<file path="src/rtl/lum_pkg.sv">
// lum_pkg: shared widths, saturation constants and FSM states for the luminance encoder
package lum_pkg;
    localparam int LUM_E_W = 4;
    localparam int LUM_M_W = 8;
    localparam logic [LUM_E_W-1:0] LUM_E_SAT = 4'hF;
    localparam int LUM_E_MAX = 14;
    typedef enum logic [1:0] {IDLE, NORM, ROUND, HOLD} lum_enc_state_t;
endpackage

</file>
<file path="src/rtl/lum_enc.sv">
// lum_enc: serial float-style encoder of linear luminance into an exponent and an 8-bit mantissa
module lum_enc
    import lum_pkg::*;
#(
    parameter int LIN_W = 24
) (
    input  logic               clock,
    input  logic               reset,
    input  logic               in_valid,
    output logic               in_ready,
    input  logic [LIN_W-1:0]   lum_lin,
    output logic               out_valid,
    input  logic               out_ready,
    output logic [LUM_E_W-1:0] lum_e,
    output logic [LUM_M_W-1:0] lum_m
);
    lum_enc_state_t     state_q, state_d;
    logic [LIN_W-1:0]   work_q, work_d;
    logic [4:0]         exp_q, exp_d;
    logic               rbit_q, rbit_d;
    logic [LUM_E_W-1:0] lum_e_q, lum_e_d;
    logic [LUM_M_W-1:0] lum_m_q, lum_m_d;
    logic [8:0]         sum;
    logic [4:0]         exp_r;
    logic [7:0]         m_r;
    logic               sat;

    assign in_ready  = state_q == IDLE;
    assign out_valid = state_q == HOLD;
    assign lum_e     = lum_e_q;
    assign lum_m     = lum_m_q;

    // normalise one bit per cycle, then round half up on the last shifted-out bit and saturate
    always_comb begin
        state_d = state_q;
        work_d  = work_q;
        exp_d   = exp_q;
        rbit_d  = rbit_q;
        lum_e_d = lum_e_q;
        lum_m_d = lum_m_q;
        sum     = {1'b0, work_q[7:0]} + {8'b0, rbit_q};
        exp_r   = exp_q + {4'b0, sum[8]};
        m_r     = sum[8] ? 8'h80 : sum[7:0];
        sat     = exp_r > 5'(LUM_E_MAX);
        case (state_q)
            IDLE: begin
                if (in_valid) begin
                    work_d  = lum_lin;
                    exp_d   = 5'd0;
                    rbit_d  = 1'b0;
                    state_d = NORM;
                end
            end
            NORM: begin
                if (|work_q[LIN_W-1:8]) begin
                    work_d = work_q >> 1;
                    rbit_d = work_q[0];
                    exp_d  = exp_q + 5'd1;
                end else begin
                    state_d = ROUND;
                end
            end
            ROUND: begin
                exp_d   = exp_r;
                lum_e_d = sat ? LUM_E_SAT : exp_r[3:0];
                lum_m_d = sat ? 8'hFF : m_r;
                state_d = HOLD;
            end
            HOLD: state_d = out_ready ? IDLE : HOLD;
            default: state_d = IDLE;
        endcase
    end

    // state and datapath registers; reset abandons any encode in flight
    always_ff @(posedge clock) begin
        if (reset) begin
            state_q <= IDLE;
            work_q  <= '0;
            exp_q   <= '0;
            rbit_q  <= 1'b0;
            lum_e_q <= '0;
            lum_m_q <= '0;
        end else begin
            state_q <= state_d;
            work_q  <= work_d;
            exp_q   <= exp_d;
            rbit_q  <= rbit_d;
            lum_e_q <= lum_e_d;
            lum_m_q <= lum_m_d;
        end
    end
endmodule
</file>
<file path="config.mk">
export PLATFORM = sky130hd
export DESIGN_NAME = lum_enc
export DESIGN_NICKNAME = d
export VERILOG_FILES = /design/src/rtl/lum_pkg.sv /design/src/rtl/lum_enc.sv
export SDC_FILE = /design/constraint.sdc
export NUM_CORES = 1
export LEC_CHECK = 0
export ABC_CLOCK_PERIOD_IN_PS = 3000
export BUFFER_PORTS_ARGS = -buffer_cell sky130_fd_sc_hd__buf_2
export CAP_MARGIN = 20
export CORE_AREA = 2 2 94 96
export DETAILED_ROUTE_END_ITERATION = 7
export DIE_AREA = 0 0 96 98
export GPL_TIMING_DRIVEN = 0
export PLACE_DENSITY = 0.5
export REMOVE_ABC_BUFFERS = 1
export SLEW_MARGIN = 20
export SYNTH_ARGS = -nofsm -noshare
export SYNTH_HDL_FRONTEND = slang
export SYNTH_SLANG_ARGS = --single-unit
</file>
<file path="constraint.sdc">
create_clock -name clock -period 3 [get_ports clock]
set_clock_uncertainty 0.2 [all_clocks]
set_input_delay 0.45 -clock clock [delete_from_list [all_inputs] [get_ports clock]]
set_output_delay 0.45 -clock clock [all_outputs]
set_load 0.01 [all_outputs]
</file>
After elaboration in Yosys (flattened, before gate mapping)
Cells that the tools add are included.
W data, S select, Z words.

storage, ports and cells
  register bits after elaboration = 44
  logic and storage cells = 39

operators by class
  eq/ne operators = 6
  reduce and logical (&&, ||, !) cells = 7
  muxes and demuxes = 16
  add/subtract/negate cells = 3
  order comparisons = 1

operators with widths
  kind                   number
  $mux W24               2
  $pmux W24 S2           1
  $mux W8                2
  $reduce_or A16 Y1      1
  $pmux W5 S3            1
  $mux W5                2
  $add A8 B1 Y9          1
  $pmux W2 S4            1
  $mux W2                3
  $ne A2 B2 Y1 const B   3
  $reduce_and A3 Y1      2
  $add A5 B1 Y5          1
  $add A5 B1 Y5 const B  1
  $gt A5 B4 Y1 const B   1
  $eq A2 B2 Y1 const B   2
  $mux W4                1
  $reduce_bool A3 Y1     1
  $eq A2 B1 Y1 const B   1
  $logic_not A2 Y1       1
  $mux W1                2
  $pmux W1 S2            1
  $reduce_and A2 Y1      1
  $reduce_bool A2 Y1     1

Logic depth before layout (Yosys ltp)
Gate-level depths: netlist of run 1.

  depth in word-level cells = 4
  gate-level depth with buffers = 10
  gate-level depth less buffers = 10

Worst setup path before layout of run 1
No wires, ideal clock.

  path type = register -> register
  start = register work_q[0]
  end = register lum_m_q[0], in the netlist lum_m[0]
  path buffers = 0
  stages on the path, launching flop included = 11
  data arrival time = 2.414 ns
  required time = 2.714 ns
  period minus slack after synthesis = 2.700 ns
  library setup time = 0.086 ns
  setup slack = 0.300 ns
  cell sequence = dfxtp_1 ha_1 ha_1 nand4_1 inv_1 ha_1 ha_1 and4_1 o21ai_0 a41oi_1 a211oi_1

on the way
  word-level cells in the longest chain between the ends = 4
  elaborated cells on any way between the ends = 5

RTL lines
  what                    line           source
  start, declared         lum_enc.sv:18  logic [LIN_W-1:0] work_q, work_d;
  start signal, assigned  lum_enc.sv:85  work_q <= work_d;
  $add A8 B1 Y9 (*)       lum_enc.sv:41  sum = {1'b0, work_q[7:0]} + {8'b0, rbit_q};
  $add A5 B1 Y5           lum_enc.sv:42  exp_r = exp_q + {4'b0, sum[8]};
  $gt A5 B4 Y1            lum_enc.sv:44  sat = exp_r > 5'(LUM_E_MAX);
  $mux W8 (*)             lum_enc.sv:66  lum_m_d = sat ? 8'hFF : m_r;
  end signal, assigned    lum_enc.sv:89  lum_m_q <= lum_m_d;
  end, declared           lum_enc.sv:22  logic [LUM_M_W-1:0] lum_m_q, lum_m_d;

Mark *: on every way between the ends. The rest lies on a longest branch, timed or not.
A chain may end at the register's enable or synchronous reset.

Worst setup path in the final report of run 1
Same ends and word-level chain as after synthesis.

==> metrics.cfg, run 1 <==
[status]
outcome=finished clean

[global_routing]
grt_use_total_pct=12.3
grt_max_degree=51
antenna_found_initial=0
grt_pass1_wl_mm=9.27
grt_overflow_total=0
grt_pass1_vias=1904

[synthesis]
netlist_area_um2=2430
synth-main-ff-cell=dfxtp_1
ys_seq_area_share_pct=36.2
ys_ff_latch=44
ys_async_sr_fraction_pct=0
yosys_warnings=0
synth_edf_count=0
syn_area_per_cell_um2=9.19
postSynthCellCount=265
ys_types=43

[finish]
final_common_cell=dfxtp_1
nets=331
antenna_cells=0
layout-drive-gt1-share_pct=21.9
fillers=915
mostFrequentLayoutCells=44 x dfxtp_1, 41 x buf_2, 24 x mux2i_1, 24 x nor2_1, 23 x inv_1
regArea_um2=881
multiInputGateArea_um2=1410
fin_util_pct=33.0
areaGrowthSynthToFinish_pct=14.7

[floorplanning]
dieArea_um2=9410
die_y_um=98
ioPinCount=42
core-area_um2=8470
rows=34
start_util_pct=28.8
chipWidth_um=96

[route]
vias=2020
wl_per_cell_um=13.7
drt_wl_total_mm=5.46
vias_per_cell=5.05
drt-pass1-iter-count=4
drc=0
drtAntennaViolNets=0
drt_iter0_drc=67

[power_and_ir_drop]
p_per_area_nw_per_um2=789
p_total_mw=2.20
peakVddDrop_mv=0.298
power.leakage_nw=1.08

[sta]
hold_violations=0
fin_crit_sh_pct=92.2
tightest_slew_ns=0.991
finalMaxSlewViolations=0
final.min_clock_period_ns=2.77
relSlewSlack_pct=33.9
setup_violations=0
fmax_mhz=361
rsz0062_at_grt=false

[worst_hold_path]
hp-class=input pin to register

[place]
gp_congestion=0.732
hpwl_mm=3.77
port_buffers=41

[cts]
clock_path_buffers=2
cts_tree=built
numCtsBuffers=5
cts_max_level=2
clk_latency_ns=0.29
cts.sinks=44
cts.clk_slew.worst_paths_ns=0.08
clk_root_buffer_cell=clkbuf_8
cts_hold_buf=0

[critical_path]
cp_max_fo=8
critPathArrivalTime_ns=2.70
path_class=register to register
crit_required_ns=2.93
worstSetupEndpointType=register
worstSetupStartpointType=register

[run]
cap_violations=0

## sequential cells by signal, summed over array words and instances, names as in the netlist
| signal | cells |
|---|---|
| lum_m | 8 |
| lum_e | 4 |
| rbit_q | 1 |
| state_q | 2 |
| exp_q | 5 |
| work_q | 24 |
## stage by stage
stage / worst slack [ns] / TNS (ns) / std cells / instance area [um^2] / hold slack, ns
detailed placement: -0.254 / -2.43 / 394 / 2680 / 0.263
finish: 0.233 / 0 / 400 / 2790 / 0.211
floorplan: 0.161 / 0 / 245 / 2340 / 0.258
global placement: -0.667 / -13.91 / 394 / 2680 / 0.266
global route: 0.0299 / 0 / 400 / 2790 / 0.214
CTS: 0.126 / 0 / 400 / 2770 / 0.200
## critical path, cell delays in order, from the launching register on
cell and delay, ns:
dfxtp_1 0.40, ha_1 0.25, ha_2 0.25, nand4_1 0.18, inv_1 0.11, ha_1 0.19
ha_2 0.26, and4_1 0.22, o21ai_2 0.10, a41oi_2 0.19, buf_4 0.18, a211oi_1 0.07
## routing by layer
| layer | wire length [um] | GRT usage (%) | part of all wire (%) |
|---|---|---|---|
| met5 | 0 | 0 | 0 |
| met4 | 32 | 2.97 | 0.59 |
| met3 | 324 | 3.55 | 5.9 |
| met2 | 2460 | 18.1 | 45 |
| met1 | 2650 | 17.6 | 48 |
## cells in the mapped netlist (all sizes together), types with 2 or more instances
master	count	share of area [%]
mux2i	24	9.9
nor2b	2	0.51
clkbuf	15	2.4
xnor2	3	1.1
nand3	8	1.6
a22o	4	1.4
a31oi	4	1.0
a211o	2	0.72
o21ai	6	1.4
o32ai	16	8.7
nor2	24	3.7
or4	5	1.5
buf	5	1.5
ha	9	4.6
a221o	6	2.5
dfxtp	44	36
a22oi	8	2.5
a21o	2	0.62
and4	2	0.72
a211oi	9	2.8
inv	23	3.5
nand2	9	1.4
nand4	4	1.0
nand2b	9	2.3
nor3	7	1.4
xor2	4	1.4
## final timing paths
path / startpoint / cells after the start / slack (ns) / endpoint
worst max-delay path: work_q[0]$_SDFFE_PP0P_ / 11 / 0.23 / lum_m[0]$_SDFFE_PP0P_
worst max register to register: work_q[0]$_SDFFE_PP0P_ / 11 / 0.23 / lum_m[0]$_SDFFE_PP0P_
worst min register to register: lum_e[1]$_SDFFE_PP0P_ / 2 / 0.27 / lum_e[1]$_SDFFE_PP0P_
worst min-delay path: lum_lin[23] / 3 / 0.21 / work_q[23]$_SDFFE_PP0P_
## cell families after synthesis
| group | synth area share, % |
|---|---|
| compound gates | 23.9 |
| xor+xnor | 2.52 |
| fa+ha+maj | 4.62 |
| buf+inv | 7.45 |
| flops | 36.2 |
| mux | 9.87 |
| simple gates | 15.5 |
## power breakdown
| part | leakage [nW] | internal [mW] | switching (mW) |
|---|---|---|---|
| registers | 0.359 | 0.741 | 0.141 |
| logic | 0.687 | 0.421 | 0.559 |
| clock network | 0.0359 | 0.151 | 0.189 |
| total | 1.08 | 1.31 | 0.889 |
## layout make-up
type | count | share of cell area (%)
multi-input cells | 178 | 50.4
flip-flops and latches | 44 | 31.5
inverters | 23 | 3.09
clock buffers | 5 | 2.46
repair buffers | 42 | 7.62
well taps | 108 | 4.84
## repair_timing
action	in CTS	in global routing
buffers inserted	1	0
setup endpoints to repair	25	9
resized for setup	3	5
Note: power is estimated with default switching activity, not from simulation.
==> run 2, diff against run 1 <==
--- a/config.mk
+++ b/config.mk
@@ -8,9 +8,9 @@
 export ABC_CLOCK_PERIOD_IN_PS = 3000
 export BUFFER_PORTS_ARGS = -buffer_cell sky130_fd_sc_hd__buf_2
 export CAP_MARGIN = 20
-export CORE_AREA = 2 2 94 96
+export CORE_AREA = 10 10 102 104
 export DETAILED_ROUTE_END_ITERATION = 7
-export DIE_AREA = 0 0 96 98
+export DIE_AREA = 0 0 112 114
 export GPL_TIMING_DRIVEN = 0
 export PLACE_DENSITY = 0.5
 export REMOVE_ABC_BUFFERS = 1
==> run 2 against run 1 <==
Clock power rose by 33%. First-iteration DRC count rose by 30%. Cell count rose by 0.75%. Combinational power barely moved. Non-clock buffer count did not move. Via count fell by 2.5%. Critical path depth did not move. Sequential cell count did not move. Total power rose by 5.1%. Largest cell class unchanged. Global-route usage fell by 3.4 points. Sequential share of layout area fell by 0.46 points.
==> metrics.cfg, run 2 (synthesis gave the netlist of run 1 again) <==
[status]
outcome=finished clean

[sta]
fmax_mhz=367  ; +1.4%
timing.setup.tns_ns=0  ; unchanged
tightest_slew_ns=1.01  ; +0.0141 ns
fin_crit_sh_pct=90.9  ; -1.3 points
rsz0062_at_grt=false
whs_ns=0.209  ; -0.00190 ns
worst_slack_ns=0.272  ; +0.0388 ns
finalMaxSlewViolations=0  ; unchanged
hold_violations=0  ; unchanged
setup_violations=0  ; unchanged
final.min_clock_period_ns=2.73  ; -0.0388 ns
relSlewSlack_pct=33.0  ; -0.94 points

[place]
detailed_place.area_um2=2680  ; unchanged
gp_congestion=0.721  ; -1.6%
dp_slack_ns=-0.253  ; +0.00178 ns
hpwl_mm=4.03  ; +6.9%
port_buffers=41  ; unchanged

[global_routing]
antenna_found_initial=0  ; unchanged
grt_max_degree=51  ; unchanged
grt_pass1_vias=1965  ; +3.2%
grt_pass1_wl_mm=9.75  ; +5.2%
grt_use_total_pct=8.87  ; -3.4 points
grt_overflow_total=0  ; unchanged

[critical_path]
critPathArrivalTime_ns=2.66  ; -0.04 ns
cpMaxStageDelayCell=dfxtp_1
path_class=register to register
worst_path_most_repeated_cell=ha_2
cp_max_fo=8  ; unchanged
worstSetupEndpointType=register
crit_required_ns=2.93  ; about the same
crit_chain=ha_2, ha_2, nand4_1, inv_1, ha_1, ha_2, and4_1, o21ai_2, a41oi_2, buf_4, a211oi_1
worst_path_largest_cell_delay_ns=0.40  ; about the same
worstSetupStartpointType=register

[finish]
areaGrowthSynthToFinish_pct=16.4
layout-drive-gt1-share_pct=22.7  ; +0.79 points
nets=331  ; unchanged
largest-register=work_q
final_common_cell=dfxtp_1
largest_reg_flops=24  ; unchanged
mostFrequentLayoutCells=44 x dfxtp_1, 41 x buf_2, 24 x mux2i_1, 24 x nor2_1, 23 x inv_1
final_cell_area_um2=2830  ; +1.5%
antenna_cells=0  ; unchanged

[cts]
clk_latency_ns=0.29  ; about the same
cts.clk_slew.worst_paths_ns=0.09  ; about the same
cts_hold_buf=0  ; unchanged
cts.sinks=44  ; unchanged
clk_root_buffer_cell=clkbuf_8
cts_max_level=2  ; unchanged
clock_path_buffers=2  ; unchanged
numCtsBuffers=5  ; unchanged
cts_tree=built

[power_and_ir_drop]
peakVddDrop_mv=0.258  ; -14%
p_per_area_nw_per_um2=816  ; +3.5%
power.leakage_nw=1.10  ; +1.5%

[run]
cap_violations=0  ; unchanged

[floorplanning]
ioPinCount=42  ; unchanged
chipWidth_um=112  ; +17%
start_util_pct=28.8  ; unchanged
core-area_um2=8470  ; unchanged
die_y_um=114  ; +16%
rows=34  ; unchanged
dieArea_um2=12800  ; +36%

[route]
drt-pass1-iter-count=4  ; unchanged
drt_wl_total_mm=5.74  ; +5.1%
dr_wl_met3_um=398  ; +23%
vias=1970  ; -2.5%
wl_met1_mm=2.87  ; +8.5%
wl_per_cell_um=14.2  ; +4.3%
drc=0  ; unchanged
met2_length_mm=2.45  ; -0.57%
top_layer=met4
drtAntennaViolNets=0  ; unchanged
vias_per_cell=4.89  ; -3.2%
drt_iter0_drc=87  ; +30%

[worst_hold_path]
hp-class=input pin to register

==> run 2: cell count changes in the layout (fill, tap and decap cells not counted), sizes merged <==
| cell | change |
|---|---|
| bufinv | +1 |
| clkinv | +1 |
| clkbuf | +1 |
==> run 2: critical path, delay by kind of cell, from the launching register on <==
family,cells,cell delay (ns)
fa+ha+maj,4,0.91
simple gates,2,0.40
buf+inv,2,0.30
flops,1,0.40
compound gates,3,0.36
==> run 2: what timing repair did <==
action	4_1_cts	5_1_grt
resized for setup	3	6
buffers inserted	1	0
setup endpoints to repair	26	11
==> run 2: power by group <==
group          internal (mW)  switching [mW]
clock network          0.247           0.205
registers              0.741           0.138
logic                  0.422           0.561
==> run 2: layout make-up <==
| class | instances | area [um^2] |
|---|---|---|
| Fill cell | 910 | 5630 |
| Clock buffer | 6 | 72.6 |
| Timing Repair Buffer | 42 | 213 |
| Tap cell | 108 | 135 |
| Sequential cell | 44 | 881 |
| Clock inverter | 2 | 35.0 |
| Inverter | 23 | 86.3 |
| Multi-Input combinational cell | 178 | 1410 |
==> run 2: final timing paths <==
path	start	endpoint	slack, ns	cells past startpoint
max	work_q[0]$_SDFFE_PP0P_	lum_m[0]$_SDFFE_PP0P_	0.27	11
min	lum_lin[23]	work_q[23]$_SDFFE_PP0P_	0.21	3
max reg2reg	work_q[0]$_SDFFE_PP0P_	lum_m[0]$_SDFFE_PP0P_	0.27	11
min reg2reg	lum_e[0]$_SDFFE_PP0P_	lum_e[0]$_SDFFE_PP0P_	0.28	2
==> run 2: per-stage QoR <==
stage          total power [mW]  util (%)  instances
2_1_floorplan              1.59         -        245
3_5_place_dp               1.87      31.7        394
4_1_cts                    2.34      33.1        403
5_1_grt                    2.51      33.5        403
3_3_place_gp               1.86      31.7        394
6_report                   2.31      33.5        403
==> run 2: per-layer routing <==
| layer | up-vias | track usage [%] |
|---|---|---|
| li1 | 1028 | - |
| met1 | 898 | 11.9 |
| met2 | 42 | 13.1 |
| met3 | 2 | 3.46 |
| met4 | 0 | 2.03 |
| met5 | - | 0 |
